--- config.mk ---
export PLATFORM = sky130hd
export DESIGN_NAME = ccip_line_throttle
export DESIGN_NICKNAME = d
export VERILOG_FILES = /design/src/rtl/ccip_line_throttle.sv
export SDC_FILE = /design/constraint.sdc
export NUM_CORES = 1
export LEC_CHECK = 0
export CORE_ASPECT_RATIO = 1.5
export CORE_MARGIN = 2
export CORE_UTILIZATION = 45
export DETAILED_ROUTE_END_ITERATION = 7
export HOLD_SLACK_MARGIN = 0.12
export PLACE_DENSITY = 0.68
export SYNTH_ARGS = -nofsm -noshare
export SYNTH_HDL_FRONTEND = slang
export SYNTH_SLANG_ARGS = --single-unit
--- constraint.sdc ---
create_clock -name clk -period 6.9 [get_ports clk]
set_input_delay 0.69 -clock clk [delete_from_list [all_inputs] [get_ports clk]]
set_output_delay 0.69 -clock clk [all_outputs]
set_load 0.01 [all_outputs]
--- src/rtl/ccip_line_throttle.sv ---
// Per-VC CCI-P read line throttle with drain handshake and sticky error flags.
// Define CCIP_LINE_THROTTLE_STATS_EN to add the stall_cycles statistics counter.
module ccip_line_throttle #(
  parameter int NUM_VC    = 4,
  parameter int MAX_LINES = 256,
  parameter int CNT_W     = 10,
  localparam int VC_W     = (NUM_VC > 1) ? $clog2(NUM_VC) : 1
) (
  input  logic                    clk,
  input  logic                    reset_n,
  input  logic                    req_valid,
  input  logic [VC_W-1:0]         req_vc,
  input  logic [1:0]              req_len,
  output logic                    req_ready,
  input  logic                    rsp_valid,
  input  logic [VC_W-1:0]         rsp_vc,
  input  logic                    drain_req,
  output logic                    drain_done,
  output logic [NUM_VC*CNT_W-1:0] active_lines,
  output logic [1:0]              err_flags
`ifdef CCIP_LINE_THROTTLE_STATS_EN
  ,
  output logic [31:0]             stall_cycles
`endif
);

  localparam int CW1 = CNT_W + 1;
  localparam logic [CW1-1:0] MAX_W = CW1'(MAX_LINES);

  typedef enum logic [1:0] {RUN, DRAIN, DONE} state_t;

  state_t                       state;
  logic [NUM_VC-1:0][CNT_W-1:0] cnt;
  logic [NUM_VC-1:0][CNT_W-1:0] cnt_next;
  logic [CNT_W-1:0]             cur_cnt;
  logic                         vc_ok;
  logic [CW1-1:0]               sum;
  logic [CW1-1:0]               tmp;
  logic [CW1-1:0]               inc;
  logic                         accept;
  logic                         underflow;
  logic                         all_zero;

  // cl_len encoding: 0 -> 1 line, 1 -> 2 lines, 3 -> 4 lines; 2 is illegal.
  function automatic logic [2:0] len_lines(input logic [1:0] len);
    case (len)
      2'd0:    return 3'd1;
      2'd1:    return 3'd2;
      2'd3:    return 3'd4;
      default: return 3'd0;
    endcase
  endfunction

  // Select the requesting VC's count without indexing past NUM_VC.
  always_comb begin
    cur_cnt = '0;
    vc_ok   = 1'b0;
    for (int v = 0; v < NUM_VC; v++) begin
      if (req_vc == VC_W'(v)) begin
        cur_cnt = cnt[v];
        vc_ok   = 1'b1;
      end
    end
  end

  assign sum       = {1'b0, cur_cnt} + CW1'(len_lines(req_len));
  assign req_ready = reset_n && (state == RUN) && (req_len != 2'd2) && vc_ok && (sum <= MAX_W);
  assign accept    = req_valid && req_ready;
  assign all_zero  = (cnt == '0);

  // A response on an empty VC only raises underflow when no acceptance offsets it.
  always_comb begin
    cnt_next  = cnt;
    underflow = 1'b0;
    tmp       = '0;
    inc       = '0;
    for (int v = 0; v < NUM_VC; v++) begin
      inc = (accept && (req_vc == VC_W'(v))) ? CW1'(len_lines(req_len)) : '0;
      tmp = {1'b0, cnt[v]} + inc;
      if (rsp_valid && (rsp_vc == VC_W'(v))) begin
        if (tmp == '0) begin
          underflow = 1'b1;
        end else begin
          tmp = tmp - CW1'(1);
        end
      end
      cnt_next[v] = tmp[CNT_W-1:0];
    end
  end

  always_ff @(posedge clk) begin
    if (!reset_n) begin
      cnt       <= '0;
      err_flags <= '0;
    end else begin
      cnt <= cnt_next;
      if (underflow) begin
        err_flags[0] <= 1'b1;
      end
      if (req_valid && (req_len == 2'd2)) begin
        err_flags[1] <= 1'b1;
      end
    end
  end

  always_ff @(posedge clk) begin
    if (!reset_n) begin
      state      <= RUN;
      drain_done <= 1'b0;
    end else begin
      case (state)
        RUN: begin
          if (drain_req) begin
            state <= DRAIN;
          end
        end
        DRAIN: begin
          if (all_zero) begin
            state      <= DONE;
            drain_done <= 1'b1;
          end else if (!drain_req) begin
            state <= RUN;
          end
        end
        DONE: begin
          if (!drain_req) begin
            state      <= RUN;
            drain_done <= 1'b0;
          end
        end
        default: begin
          state      <= RUN;
          drain_done <= 1'b0;
        end
      endcase
    end
  end

  assign active_lines = cnt;

`ifdef CCIP_LINE_THROTTLE_STATS_EN
  always_ff @(posedge clk) begin
    if (!reset_n) begin
      stall_cycles <= '0;
    end else if (req_valid && !req_ready && (stall_cycles != 32'hFFFF_FFFF)) begin
      stall_cycles <= stall_cycles + 32'd1;
    end
  end
`endif

endmodule

==> impl_results.md <==
- Commonest non-fill, non-tap cell in the layout: clkdlybuf4s50_1
- Worst path cell trace: clkdlybuf4s50_1 -> mux4_2 -> ha_1 -> inv_1 -> fa_1 -> xnor2_1 -> nor3b_1 -> a31oi_1 -> mux2i_1 -> a31oi_1 -> or3_1 -> nor4_2 -> ha_1 -> inv_1 -> fa_1 -> and2b_1 -> o2111ai_1 -> xor2_1 -> o21ai_1 -> or4_1 -> and3_1
- Final Cycle Share: between 90% and 100%
- Count of pins over their slew limit: 0
- CP arrival: ~6600 ps
- Reg-to-Reg Start: active_lines[30]
- Yosys Warn Count: 0
- Cell Area, Synth: 4332 µm²
- Initial antenna violation count: 0
- Max Buffers Root-to-Sink: 2
- CP Buf/Inv Count: 3
- Die Ht: 124.2 µm
- Vias in the first global route: about 4100
- CP Capture Type: flip-flop
- Setup CP Type: in -> reg
- Clk_skew: around 8.6 ps
- PD cells: between 200 and 250 nW/µm²
- Worst R2R End: active_lines[39]
- Sequential cell area: ~900 µm²
- Register area share after synthesis: between 20 and 25%
- Design area: between 5000 and 6000 µm²
- DRC: 0
- Final min period: roughly 6400 ps
- DRT Pass-1 Iters: 5
- Max-slew headroom: ~48%
- Die area: around 10000 µm²
- Most frequent cells in the layout: clkdlybuf4s50_1, dfxtp_1, nor2_1
- # setup viols final: 0
- Post-synth net total: roughly 600
- Synth async-reset ratio: 0%
- Status: finished clean
- Synth Register Bits: 45
- Root Buffer: clkbuf_16
- ANT cells: 0
- Max stage delay on crit path: between 600 and 700 ps
- CP Max Fanout: 17
- Avg Inst Size Synth: 7.904 µm²
- GRT Total Usage: about a quarter
- Placed cell area: ~4900 µm²
- Core area: slightly above 9000 µm²
- Slowest-stage cell, CP: or4_1
- Fmax achieved: 0.1561 GHz
- Fillers: 886
- Starting Density: about 47%
- Final GP Congestion: 0.9398
- Worst Path Required: 7090 ps
- MaxCap Viol Count: 0
- FF-to-FF path depth: 20
- Routed via count: approximately 4400
- Leak: slightly below 0.002 µW
- Clock-pin slew on the worst setup and hold paths: around 70 ps
- Hold buffers post-CTS: 0
- Cell count after synthesis: 548
- # rows: 43
- GRT overflow: 0
- RSZ-0062 raised after global routing: no
- Starting DRT DRC Count: 281
- Routed wire length: 12740 µm
- DR WL/cell: 18.24 µm
- Io pins: 55
- Largest net degree at the start of global routing: 33
- Hold path endpoint: err_flags[1]
- Hold_sp: err_flags[1]
- Clock latency on the worst-skew pair: roughly 290 ps
- Layout cells sized above 1: 5.461%
- Number of CTS-inserted buffers: 5
- Maximum VDD drop: roughly 0.12 mV
- Antenna-violating nets left: 0
- Post-CTS setup buffer count: 0
- Hold Path Class: reg -> reg
- Die X-Extent: ~84 µm
- Hold Path Stages: 2
- Setup TNS: 0 ps
- DP HPWL: about 9700 µm
- Post-synth EDFFs: 0
- Crit-path leading delay family: simple AND/OR/NAND/NOR gates
- First-pass GRT wire length: roughly 20000 µm
- Final net count: 623
- Hold Vio Cnt, Final: 0
- Total power: ~1100 µW
- Synth cell types: about 60
- Area growth, synth to finish: 16.84%
- Main flop type after synthesis: dfxtp_1
- CTS Sinks: 45
- H-tree levels: 2
- I/O Buffers: 54
- CTS tree: yes
- Vias/cell: 6.294
- Flop-to-flop setup slack: roughly 1100 ps
- Placed instance count: slightly below 700
- Non-filler cells, final: approximately 700
- Multi-input gate area: 3189 µm²
- CP Launch Type: input port
- Slew @ Worst Pin: around 780 ps
-- worst max path at each step --
stage	from	cells past startpoint	endpoint	slack [ps]
after floorplan	req_vc[0]	22	active_lines[18]	1180
after detailed placement	req_vc[0]	22	active_lines[34]	270
after CTS	req_vc[0]	22	active_lines[19]	540
after global placement	req_vc[0]	20	active_lines[34]	410
final	req_vc[0]	21	active_lines[39]	490
after global routing	req_vc[0]	21	err_flags[0]	80
-- worst min-delay path: stages, from the launching register on --
cell and delay, ps:
dfxtp_1 330, a21oi_1 40, nor2_1 70
-- through the flow --
stage          util [%]  setup slack (ps)  hold WS (ps)
3_5_place_dp      52.83             272.7         462.8
6_report          54.38             492.8         473.6
2_1_floorplan         -              1179         447.4
4_1_cts           54.34             542.1         480.3
5_1_grt           54.38             81.89         531.6
3_3_place_gp      52.83             410.1         451.5
-- what timing repair did --
action,in CTS,in global routing
endpoints found under the setup margin,0,2
gates resized for setup,0,1
hold endpoints to repair,0,0
-- per-layer routing --
layer	wire (µm)	vias to the layer above	GRT usage, %
met5	0	-	0
met4	391	0	10.08
met3	693	22	3.313
met2	6552	166	45.49
met1	5097	2098	28.25
li1	-	2107	-
-- cell usage after synthesis (4+ instances only) --
cell | count | share of area (%)
a31oi_1 | 7 | 1.0
ha_1 | 22 | 6.4
mux4_2 | 7 | 3.6
fa_1 | 5 | 2.3
and4_1 | 5 | 1.0
and3_1 | 12 | 1.7
o22ai_1 | 4 | 0.58
mux2i_1 | 5 | 1.2
nor2_1 | 40 | 3.5
nand2b_1 | 5 | 0.72
nor3_1 | 24 | 2.8
a21o_1 | 15 | 2.6
nor4_1 | 14 | 2.0
or3_1 | 12 | 1.7
o21a_1 | 8 | 1.4
nor3b_1 | 5 | 0.87
a211oi_1 | 10 | 1.7
o31ai_1 | 5 | 0.87
buf_2 | 7 | 0.81
dfxtp_1 | 45 | 21
nor2b_1 | 8 | 1.2
o2111ai_1 | 4 | 0.81
nand3b_1 | 6 | 1.0
nand3_1 | 23 | 2.7
nand4_1 | 12 | 1.7
o211ai_1 | 7 | 1.2
inv_1 | 24 | 2.1
o21ai_0 | 16 | 1.8
and2_1 | 9 | 1.3
a21oi_1 | 31 | 3.6
xor2_1 | 12 | 2.4
nand2_1 | 35 | 3.0
xnor2_1 | 33 | 6.7
clkbuf_1 | 21 | 1.8
or4_1 | 9 | 1.6
-- sequential cells by signal (all words and copies together), names as in the netlist --
signal        flops
err_flags         2
drain_done        1
active_lines     40
state             2
-- report_power, final --
group          internal [µW]  leakage [µW]  switching (µW)
clock network            135     0.0000641             104
logic                    215       0.00149             255
registers                293      0.000365            69.5
-- kinds of logic (layout without fill, tap and decap cells) --
logic type	after synthesis	count (layout)	share of synthesized area, %
fa+ha+maj	27	27	8.666
simple gates	232	232	29.32
compound gates	125	125	18.98
xor+xnor	45	45	9.099
mux	18	18	7.481
buf+inv	56	94	5.661
flops	45	45	20.80
-- area by class of cell --
cell class	count	area share, %
clock buffers	7	2.621
flip-flops and latches	45	17.80
clock inverters	1	0.1483
inverters	24	1.780
multi-input cells	447	63.02
well taps	112	2.769
repair buffers	62	11.87
Note: power is estimated with default switching activity, not from simulation.
